<file path="src/rtl/max7219_chain_if.sv">
// Host write channel of max7219_chain: one register write per valid/ready handshake.
interface max7219_chain_if #(
  parameter int unsigned DEV_W = 2
);
  logic             wr_valid;
  logic             wr_ready;
  logic             wr_bcast;
  logic [DEV_W-1:0] wr_dev;
  logic [3:0]       wr_addr;
  logic [7:0]       wr_data;

  modport master (output wr_valid, wr_bcast, wr_dev, wr_addr, wr_data, input wr_ready);
  modport slave  (input wr_valid, wr_bcast, wr_dev, wr_addr, wr_data, output wr_ready);
endinterface

</file>
<file path="src/rtl/max7219_chain.sv">
// Register-write driver for NUM_DEV daisy-chained MAX7219s over DIN/CLK/LOAD.
// Define MAX7219_AUTOINIT_EN to run the 13-write broadcast init after reset.
module max7219_chain #(
  parameter int unsigned NUM_DEV    = 4,
  parameter int unsigned CLK_DIV    = 10,
  parameter int unsigned LOAD_HOLD  = 2,
  parameter logic [3:0]  INTENSITY  = 4'd12,
  parameter logic [2:0]  SCAN_LIMIT = 3'd7,
  parameter logic [7:0]  DECODE     = 8'h00
) (
  input  logic           CLOCK_50,
  input  logic           rst_n,
  max7219_chain_if.slave wr,
  output logic           busy,
  output logic           init_done,
  output logic           max_din,
  output logic           max_clk,
  output logic           max_load
);
  localparam int unsigned HALF    = CLK_DIV / 2;
  localparam int unsigned FRAME_W = NUM_DEV * 16;
  localparam int unsigned DEV_W   = (NUM_DEV > 1) ? $clog2(NUM_DEV) : 1;
  localparam int unsigned TICK_W  = (HALF > 1) ? $clog2(HALF) : 1;
  localparam int unsigned BIT_W   = $clog2(FRAME_W);
  localparam int unsigned HOLD_W  = (LOAD_HOLD > 1) ? $clog2(LOAD_HOLD) : 1;
  localparam logic [TICK_W-1:0] TICK_LAST = TICK_W'(HALF - 1);
  localparam logic [BIT_W-1:0]  BIT_FIRST = BIT_W'(FRAME_W - 1);
  localparam logic [HOLD_W-1:0] HOLD_LAST = HOLD_W'(LOAD_HOLD - 1);

  typedef enum logic [2:0] {S_INIT, S_IDLE, S_SCK_LO, S_SCK_HI, S_TAIL, S_LOAD} state_t;

  state_t              r_state;
  logic [TICK_W-1:0]   r_tick;
  logic [BIT_W-1:0]    r_bit;
  logic [HOLD_W-1:0]   r_hold;
  logic [FRAME_W-1:0]  r_frame;
  logic                r_ready, r_busy, r_done, r_din, r_sck, r_load;
  logic [FRAME_W-1:0]  w_frame;

  // Device 0 occupies the low word so it is shifted out last.
  function automatic logic [FRAME_W-1:0] build_frame(input logic bcast,
                                                     input logic [DEV_W-1:0] dev,
                                                     input logic [11:0] word);
    logic [FRAME_W-1:0] f;
    f = '0;
    for (int unsigned d = 0; d < NUM_DEV; d++)
      if (bcast || (dev == DEV_W'(d))) f[d*16 +: 16] = {4'h0, word};
    return f;
  endfunction

`ifdef MAX7219_AUTOINIT_EN
  logic [3:0] r_step;
  logic [3:0] w_step;

  function automatic logic [11:0] init_word(input logic [3:0] step);
    case (step)
      4'd0:    return 12'hF00;
      4'd1:    return {4'hB, 5'd0, SCAN_LIMIT};
      4'd2:    return {4'h9, DECODE};
      4'd3:    return {4'hA, 4'h0, INTENSITY};
      4'd4:    return 12'hC01;
      default: return {step - 4'd4, 8'h00};
    endcase
  endfunction

  assign w_step = (r_state == S_INIT) ? 4'd0 : r_step + 4'd1;
`endif

  always_comb begin
    w_frame = build_frame(wr.wr_bcast, wr.wr_dev, {wr.wr_addr, wr.wr_data});
`ifdef MAX7219_AUTOINIT_EN
    if (r_state != S_IDLE) w_frame = build_frame(1'b1, '0, init_word(w_step));
`endif
  end

  always_ff @(posedge CLOCK_50 or negedge rst_n) begin
    if (!rst_n) begin
      r_state <= S_INIT;
      r_tick  <= '0;
      r_bit   <= '0;
      r_hold  <= '0;
      r_frame <= '0;
      r_ready <= 1'b0;
      r_busy  <= 1'b1;
      r_done  <= 1'b0;
      r_din   <= 1'b0;
      r_sck   <= 1'b0;
      r_load  <= 1'b0;
`ifdef MAX7219_AUTOINIT_EN
      r_step  <= '0;
`endif
    end else begin
      case (r_state)
        S_INIT: begin
`ifdef MAX7219_AUTOINIT_EN
          r_step  <= '0;
          r_frame <= w_frame;
          r_din   <= w_frame[FRAME_W-1];
          r_bit   <= BIT_FIRST;
          r_tick  <= '0;
          r_state <= S_SCK_LO;
`else
          r_state <= S_IDLE;
          r_ready <= 1'b1;
          r_busy  <= 1'b0;
          r_done  <= 1'b1;
`endif
        end
        S_IDLE: if (wr.wr_valid) begin
          r_frame <= w_frame;
          r_din   <= w_frame[FRAME_W-1];
          r_bit   <= BIT_FIRST;
          r_tick  <= '0;
          r_ready <= 1'b0;
          r_busy  <= 1'b1;
          r_state <= S_SCK_LO;
        end
        S_SCK_LO: if (r_tick == TICK_LAST) begin
          r_tick  <= '0;
          r_sck   <= 1'b1;
          r_state <= S_SCK_HI;
        end else r_tick <= r_tick + TICK_W'(1);
        S_SCK_HI: if (r_tick == TICK_LAST) begin
          r_tick <= '0;
          r_sck  <= 1'b0;
          if (r_bit != '0) begin
            r_bit   <= r_bit - BIT_W'(1);
            r_din   <= r_frame[r_bit - BIT_W'(1)];
            r_state <= S_SCK_LO;
          end else r_state <= S_TAIL;
        end else r_tick <= r_tick + TICK_W'(1);
        S_TAIL: if (r_tick == TICK_LAST) begin
          r_tick  <= '0;
          r_hold  <= '0;
          r_load  <= 1'b1;
          r_state <= S_LOAD;
        end else r_tick <= r_tick + TICK_W'(1);
        S_LOAD: if (r_hold == HOLD_LAST) begin
          r_hold <= '0;
          r_load <= 1'b0;
`ifdef MAX7219_AUTOINIT_EN
          // During init the next step's frame starts straight from LOAD.
          if (!r_done && (r_step != 4'd12)) begin
            r_step  <= w_step;
            r_frame <= w_frame;
            r_din   <= w_frame[FRAME_W-1];
            r_bit   <= BIT_FIRST;
            r_tick  <= '0;
            r_state <= S_SCK_LO;
          end else
`endif
          begin
            r_state <= S_IDLE;
            r_ready <= 1'b1;
            r_busy  <= 1'b0;
            r_done  <= 1'b1;
          end
        end else r_hold <= r_hold + HOLD_W'(1);
        default: r_state <= S_INIT;
      endcase
    end
  end

  assign wr.wr_ready = r_ready;
  assign busy        = r_busy;
  assign init_done   = r_done;
  assign max_din     = r_din;
  assign max_clk     = r_sck;
  assign max_load    = r_load;
endmodule

</file>
<file path="src/flat_wrapper.sv">
// flat-port wrapper written by rule: the top's interface ports become plain ports
module max7219_chain_flat 
#(
  parameter int unsigned NUM_DEV    = 4,
  parameter int unsigned CLK_DIV    = 10,
  parameter int unsigned LOAD_HOLD  = 2,
  parameter logic [3:0]  INTENSITY  = 4'd12,
  parameter logic [2:0]  SCAN_LIMIT = 3'd7,
  parameter logic [7:0]  DECODE     = 8'h00
)
  (CLOCK_50, rst_n, busy, init_done, max_din, max_clk, max_load, wr_wr_valid, wr_wr_bcast, wr_wr_dev, wr_wr_addr, wr_wr_data, wr_wr_ready);
  max7219_chain_if #(.DEV_W(2)) wr_i ();
  input  logic CLOCK_50;
  input  logic rst_n;
  output logic busy;
  output logic init_done;
  output logic max_din;
  output logic max_clk;
  output logic max_load;
  input wire logic [$bits(wr_i.wr_valid)-1:0] wr_wr_valid;
  input wire logic [$bits(wr_i.wr_bcast)-1:0] wr_wr_bcast;
  input wire logic [$bits(wr_i.wr_dev)-1:0] wr_wr_dev;
  input wire logic [$bits(wr_i.wr_addr)-1:0] wr_wr_addr;
  input wire logic [$bits(wr_i.wr_data)-1:0] wr_wr_data;
  output wire logic [$bits(wr_i.wr_ready)-1:0] wr_wr_ready;
  assign wr_i.wr_valid = wr_wr_valid;
  assign wr_i.wr_bcast = wr_wr_bcast;
  assign wr_i.wr_dev = wr_wr_dev;
  assign wr_i.wr_addr = wr_wr_addr;
  assign wr_i.wr_data = wr_wr_data;
  assign wr_wr_ready = wr_i.wr_ready;
  max7219_chain #(.NUM_DEV(NUM_DEV), .CLK_DIV(CLK_DIV), .LOAD_HOLD(LOAD_HOLD), .INTENSITY(INTENSITY), .SCAN_LIMIT(SCAN_LIMIT), .DECODE(DECODE)) u_core (.CLOCK_50(CLOCK_50), .rst_n(rst_n), .wr(wr_i), .busy(busy), .init_done(init_done), .max_din(max_din), .max_clk(max_clk), .max_load(max_load));
endmodule
</file>
<file path="config.mk">
export PLATFORM = sky130hd
export DESIGN_NAME = max7219_chain_flat
export DESIGN_NICKNAME = d
export VERILOG_FILES = /design/src/rtl/max7219_chain_if.sv /design/src/rtl/max7219_chain.sv /design/src/flat_wrapper.sv
export SDC_FILE = /design/constraint.sdc
export NUM_CORES = 1
export LEC_CHECK = 0
export ABC_AREA = 0
export BUFFER_PORTS_ARGS = -buffer_cell sky130_fd_sc_hd__buf_4
export CAP_MARGIN = 20
export CORE_MARGIN = 3
export CORE_UTILIZATION = 40
export CTS_BUF_LIST = sky130_fd_sc_hd__clkbuf_8
export DETAILED_ROUTE_END_ITERATION = 8
export SYNTH_ARGS = -nofsm -noshare
export SYNTH_HDL_FRONTEND = slang
export SYNTH_SLANG_ARGS = --single-unit
</file>
<file path="constraint.sdc">
create_clock -name CLOCK_50 -period 2.4 [get_ports CLOCK_50]
set_input_delay 0.12 -clock CLOCK_50 [delete_from_list [all_inputs] [get_ports CLOCK_50]]
set_output_delay 0.12 -clock CLOCK_50 [all_outputs]
set_load 0.01 [all_outputs]
</file>
=== Yosys cells after proc, flatten, opt, wreduce, memory -nomap -nowiden ===
Index checks and enable logic that the tools add are counted.

* $add $sub $neg: 3
* Order comparisons: 1
* Equal/unequal tests: 15
* Mux-type cells: 37
* Reduce and logical (&&, ||, !) cells: 23

{| class="wikitable"
|+ Operator list
! cell !! number
|-
| 2-to-1 mux 12 bit || 4
|-
| 2-to-1 mux 3 bit || 8
|-
| 2-to-1 mux 6 bit || 3
|-
| case mux 3 bit (6 select lines) || 1
|-
| case mux 6 bit (2 select lines) || 1
|-
| 2-to-1 mux 1 bit || 11
|-
| != test 2 x 1 -> 1 bit (second input constant) || 5
|-
| case mux 1 bit (2 select lines) || 5
|-
| nonzero test 2 bit || 5
|-
| == test 3 bit (second input constant) || 3
|-
| AND reduction 3 bit || 3
|-
| AND reduction 2 bit || 4
|-
| < comparator 6 x 7 -> 1 bit (second input constant) || 1
|-
| binary-select mux 1 bit (select 6 bit) || 1
|-
| == test 3 x 2 -> 1 bit (second input constant) || 2
|-
| case mux 1 bit (3 select lines) || 2
|-
| case mux 3 bit (2 select lines) || 1
|-
| nonzero test 6 bit || 1
|-
| subtractor 6 x 1 -> 6 bit (second input constant) || 1
|-
| AND reduction 5 bit || 1
|-
| == test 2 bit (second input constant) || 2
|-
| logical OR 1 bit || 4
|-
| AND reduction 4 bit || 1
|-
| adder 3 x 1 -> 3 bit (second input constant) || 1
|-
| other kinds (8) || 8
|}

* Bits in registers: 83
* Input port bits: 18
* Output and inout bits: 6
* Word-level logic and storage cells: 90

=== Logic depth before layout (Yosys ltp) ===
* Depth in word-level cells: 6
* Depth in mapped cells: 10
* Depth with buffers taken out: 7

=== Worst setup path after synthesis ===
No wires, ideal clock.

* Kind: register to register
* From: reg u_core.r_bit[0]
* To: reg u_core.r_din (netlist: u_core.max_din)
* Library setup time: 0.126 ns
* Arrival time: 2.355 ns
* Required time: 2.274 ns
* Setup slack: -0.081 ns
* Stages on the path, launching flop included: 10
* Buffers on the path: 2
* Clock period less this slack: 2.481 ns
* Cells stage by stage: dfrtp_1 -> buf_6 -> buf_2 -> inv_1 -> ha_1 -> nor3b_2 -> xor2_1 -> mux2_2 -> a2111oi_4 -> o31ai_2

* Cells in the longest elaborated chain, start to end: 6
* Elaborated cells on any way between the ends: 9
* Those cells by class: 1 x add/sub; 1 x eq/ne; 5 x mux; 2 x reduce/logical

{| class="wikitable"
|+ RTL lines
! element !! RTL line !! source
|-
| from (decl) || max7219_chain.sv:34 || <nowiki>logic [BIT_W-1:0] r_bit;</nowiki>
|-
| from (signal assigned) || max7219_chain.sv:127 || <nowiki>r_bit <= r_bit - BIT_W'(1);</nowiki>
|-
| subtractor 6 x 1 -> 6 bit || max7219_chain.sv:128 || <nowiki>r_din <= r_frame[r_bit - BIT_W'(1)];</nowiki>
|-
| binary-select mux 1 bit (select 6 bit) || max7219_chain.sv:128 ||
|-
| 2-to-1 mux 1 bit (not written as such) || max7219_chain.sv:128 ||
|-
| 2-to-1 mux 1 bit || max7219_chain.sv:126 || <nowiki>if (r_bit != '0) begin</nowiki>
|-
| 2-to-1 mux 1 bit || max7219_chain.sv:123 || <nowiki>S_SCK_HI: if (r_tick == TICK_LAST) begin</nowiki>
|-
| case mux 1 bit (2 select lines) || max7219_chain.sv:93 || <nowiki>case (r_state)</nowiki>
|-
| to (signal assigned) || max7219_chain.sv:111 || <nowiki>r_din <= w_frame[FRAME_W-1];</nowiki>
|-
| to (signal assigned) || max7219_chain.sv:128 ||
|-
| to (decl) || max7219_chain.sv:37 || <nowiki>logic r_ready, r_busy, r_done, r_din, r_sck, r_load;</nowiki>
|}

Parallel ways exist; a longest one is shown, timed or not. The select of a mux whose other input is x is not followed.
A chain may end at the register's enable or synchronous reset.

=== Worst setup path after layout ===
* From: reg u_core.r_bit[1]
* To: reg u_core.r_din (netlist: u_core.max_din)

The elaborated chain is that of the path after synthesis.

==> metrics.md <==
| Metric | Value |
|---|---|
| Vias | 2220 |
| Synth Warn # | 0 |
| Total negative slack | 0 ns |
| Status | completed |
| EDFF count, synth | 0 |
| Worst path max stage delay | 0.41 ns |
| Setup ws final | 0.144 ns |
| Hold Path Class | in -> reg |
| Crit path arrival time | 2.48 ns |
| Filler cells | 655 |
| Critical-path cell list | inv_1 > ha_2 > nor3b_4 > xor2_2 > mux2_2 > a2111oi_4 > o31ai_2 |
| Max Fclk | 443 MHz |
| Max-slew violation count | 0 |
| Vias in the first global route | 2288 |
| Synth Flop Type | dfrtp_1 |
| # rows | 31 |
| Initial antenna violation count | 0 |
| First-pass GRT wire length | 11.5 mm |
| Starting Density | 0.424 |
| Net count after synthesis | 281 |
| Synth async-reset ratio | 1.00 |
| Yosys cell types | 45 |
| Full die area | 9040 µm² |
| Worst-path fanout max | 5 |
| Core Util, Final | 0.491 |
| Seq/Total Area, Yosys | 0.529 |
| Cell taking the most area after synthesis | dfrtp_1 |
| Share of the synthesized area in the top cell type | 0.521 |
| Post-layout min period | 2.26 ns |
| Area of the core | 7490 µm² |
| Die Ht | 95.1 µm |
| Final hold vios | 0 |
| CP required | 2.63 ns |
| DP Worst Slack | 0.154 ns |
| Clk_lat worst skew | 0.35 ns |
| Drt total wl | 6.66 mm |
| Worst slew pin tran | 0.854 ns |
| Reg-to-reg startpoint | u_core.r_bit[1] |
| Worst path slowest cell | dfrtp_1 |
| Most frequent cells in the layout | 66 x dfrtp_1, 49 x a22o_1, 34 x buf_4 |
| Synth-to-Final Area Change | 15.9% |
| Cell count after synthesis | 260 |
| CP Class | reg -> reg |
| H-tree depth | 3 |
| RSZ-0062 raised after global routing | false |
| Synthesis-stage register bit count | 67 |
| CTS root buf | clkbuf_8 |
| CTS tree | built |
| GRT overflow | 0 |
| Clock tree buffer depth | 2 |
| PwrDens | 1040 nW/µm² |
| Dpl hpwl | 4.51 mm |
| R2R cell count | 7 |
| Setup violations, final | 0 |
| GPL Wtd Cong | 0.896 |
| Routed Antenna Nets | 0 |
| Vias/cell | 5.65 |
| Clock skew | 0.0103 ns |
| Clock sink count | 67 |
| Area contributors post-synth | dfrtp_1 52%, a22o_1 14%, mux4_2 8.5% |
| Layout cell share with drive strength beyond 1 | 0.248 |
| Cell family with most CP delay | compound AO/OA/AOI/OAI gates |
| Launch point of the worst path | u_core.r_bit[1] |
| Maxcap violations | 0 |
| Cells resized by post-CTS repair | 0 |
| WP buf/inv | 1 |
| Diode count | 0 |
| Worst setup path endpoint | u_core.max_din |
| CP Launch Type | flop |
| Buffers on Ports | 23 |
| CP endpoint kind | flop |
| Most common cell after layout, fill and taps aside | dfrtp_1 |
| Fin crit share | 0.940 |
| Post-Syn Area | 3170 µm² |
| CTS Buf Count | 9 |
| Initial DRC count | 121 |
| Leakage | 1.68 nW |
| Tot GR Track Use | 0.166 |
| # IOs | 24 |
| Internal reg-to-reg setup slack | 0.14 ns |
| Final #Nets | 310 |
| Mean area per synthesized cell | 12.2 µm² |
| Slew Limit Headroom | 0.431 |
| Worst VDD drop | 0.000516 V |
| Worst r2r dst | u_core.max_din |
| Die width | 95.1 µm |
| Critical path depth | 7 |
| Drt wl/cell | 17.0 µm |
| Clock-pin slew on the worst setup and hold paths | 0.08 ns |
| # DRC | 0 |
| DRT Pass-1 Iters | 5 |
| Pin count of the biggest net entering global routing | 68 |
==> logic make-up (layout without fill, tap and decap cells) <==
kind of cell / after synthesis / in the layout / synth area share
AOI/OAI and AO/OA: 91 / 91 / 0.225
xor gates and xnor gates: 5 / 5 / 0.0162
adders and majority gates: 3 / 3 / 0.0118
buffers and inverters: 26 / 60 / 0.0343
DFF: 67 / 67 / 0.529
muxes: 18 / 18 / 0.105
and+or+nand+nor: 50 / 50 / 0.0793
==> sequential cells by signal (all words and copies together) (netlist names) <==
register and flops:
u_core.init_done 1, u_core.r_tick 3, u_core.max_din 1, u_core.max_load 1
u_core.r_frame 48, u_core.busy 1, u_core.r_state 3, u_core.max_clk 1
u_core.wr.wr_ready 1, u_core.r_hold 1, u_core.r_bit 6
==> stage by stage <==
step	std cells	hold slack [ns]	total power, mW	area, µm²
3_5_place_dp	374	0.279	3.00	3480
5_1_grt	393	0.00598	4.11	3680
2_1_floorplan	260	-0.176	2.63	3190
4_1_cts	391	0.00322	3.84	3660
6_report	393	0.0180	3.82	3680
3_3_place_gp	374	0.279	2.98	3480
==> power by group <==
group / switching [mW] / total, mW / internal (mW)
logic: 0.621 / 1.36 / 0.744
clock network: 0.449 / 0.819 / 0.370
registers: 0.230 / 1.64 / 1.41
==> per-layer routing <==
metal,vias up,GRT usage,share of wire
li1,1044,-,-
met1,1117,0.236,0.49
met2,49,0.243,0.46
met3,10,0.0450,0.041
met4,0,0.0649,0.014
met5,-,0,0
==> synthesized netlist by cell type, types with 3 or more instances <==
cell,n
a21oi_1,12
a22o_1,49
buf_2,3
clkbuf_1,13
dfrtp_1,66
ha_1,3
inv_1,9
mux2i_1,4
mux4_2,12
nand2_1,14
nor2_1,14
nor3_1,6
o21ai_0,11
o31ai_1,3
==> timing repair <==
action / 4_1_cts / 5_1_grt
setup endpoints to repair: 0 / 1
buffers inserted: 0 / 2
hold buffers: 1 / 0
hold endpoints to repair: 66 / 0
==> cell type report <==
cell class / instances / area [µm²] / area share
Clock buffer: 9 / 124 / 0.0337
Clock inverter: 7 / 46.3 / 0.0126
Inverter: 9 / 33.8 / 0.00918
Multi-Input combinational cell: 167 / 1410 / 0.383
Sequential cell: 67 / 1680 / 0.456
Tap cell: 99 / 124 / 0.0337
Timing Repair Buffer: 35 / 265 / 0.0721
==> worst register-to-register path, delay by kind of cell, from the launching register on <==
family                     cells  cell delay, ns
AOI/OAI and AO/OA              2            0.46
xor gates and xnor gates       1            0.27
adders and majority gates      1            0.23
buffers and inverters          1            0.09
DFF                            1            0.41
muxes                          1            0.40
and+or+nand+nor                1            0.27
==> worst min path at each step <==
stage / start / to / depth (start not counted)
4_1_cts: wr_wr_addr[3] / u_core.r_frame[59] / 2
6_report: wr_wr_addr[1] / u_core.r_frame[57] / 2
5_1_grt: wr_wr_addr[3] / u_core.r_frame[27] / 2
2_1_floorplan: rst_n / u_core.init_done / 0
3_5_place_dp: rst_n / u_core.r_tick[2] / 1
3_3_place_gp: rst_n / u_core.max_load / 1
No activity file was read; power rests on OpenSTA's default activity.
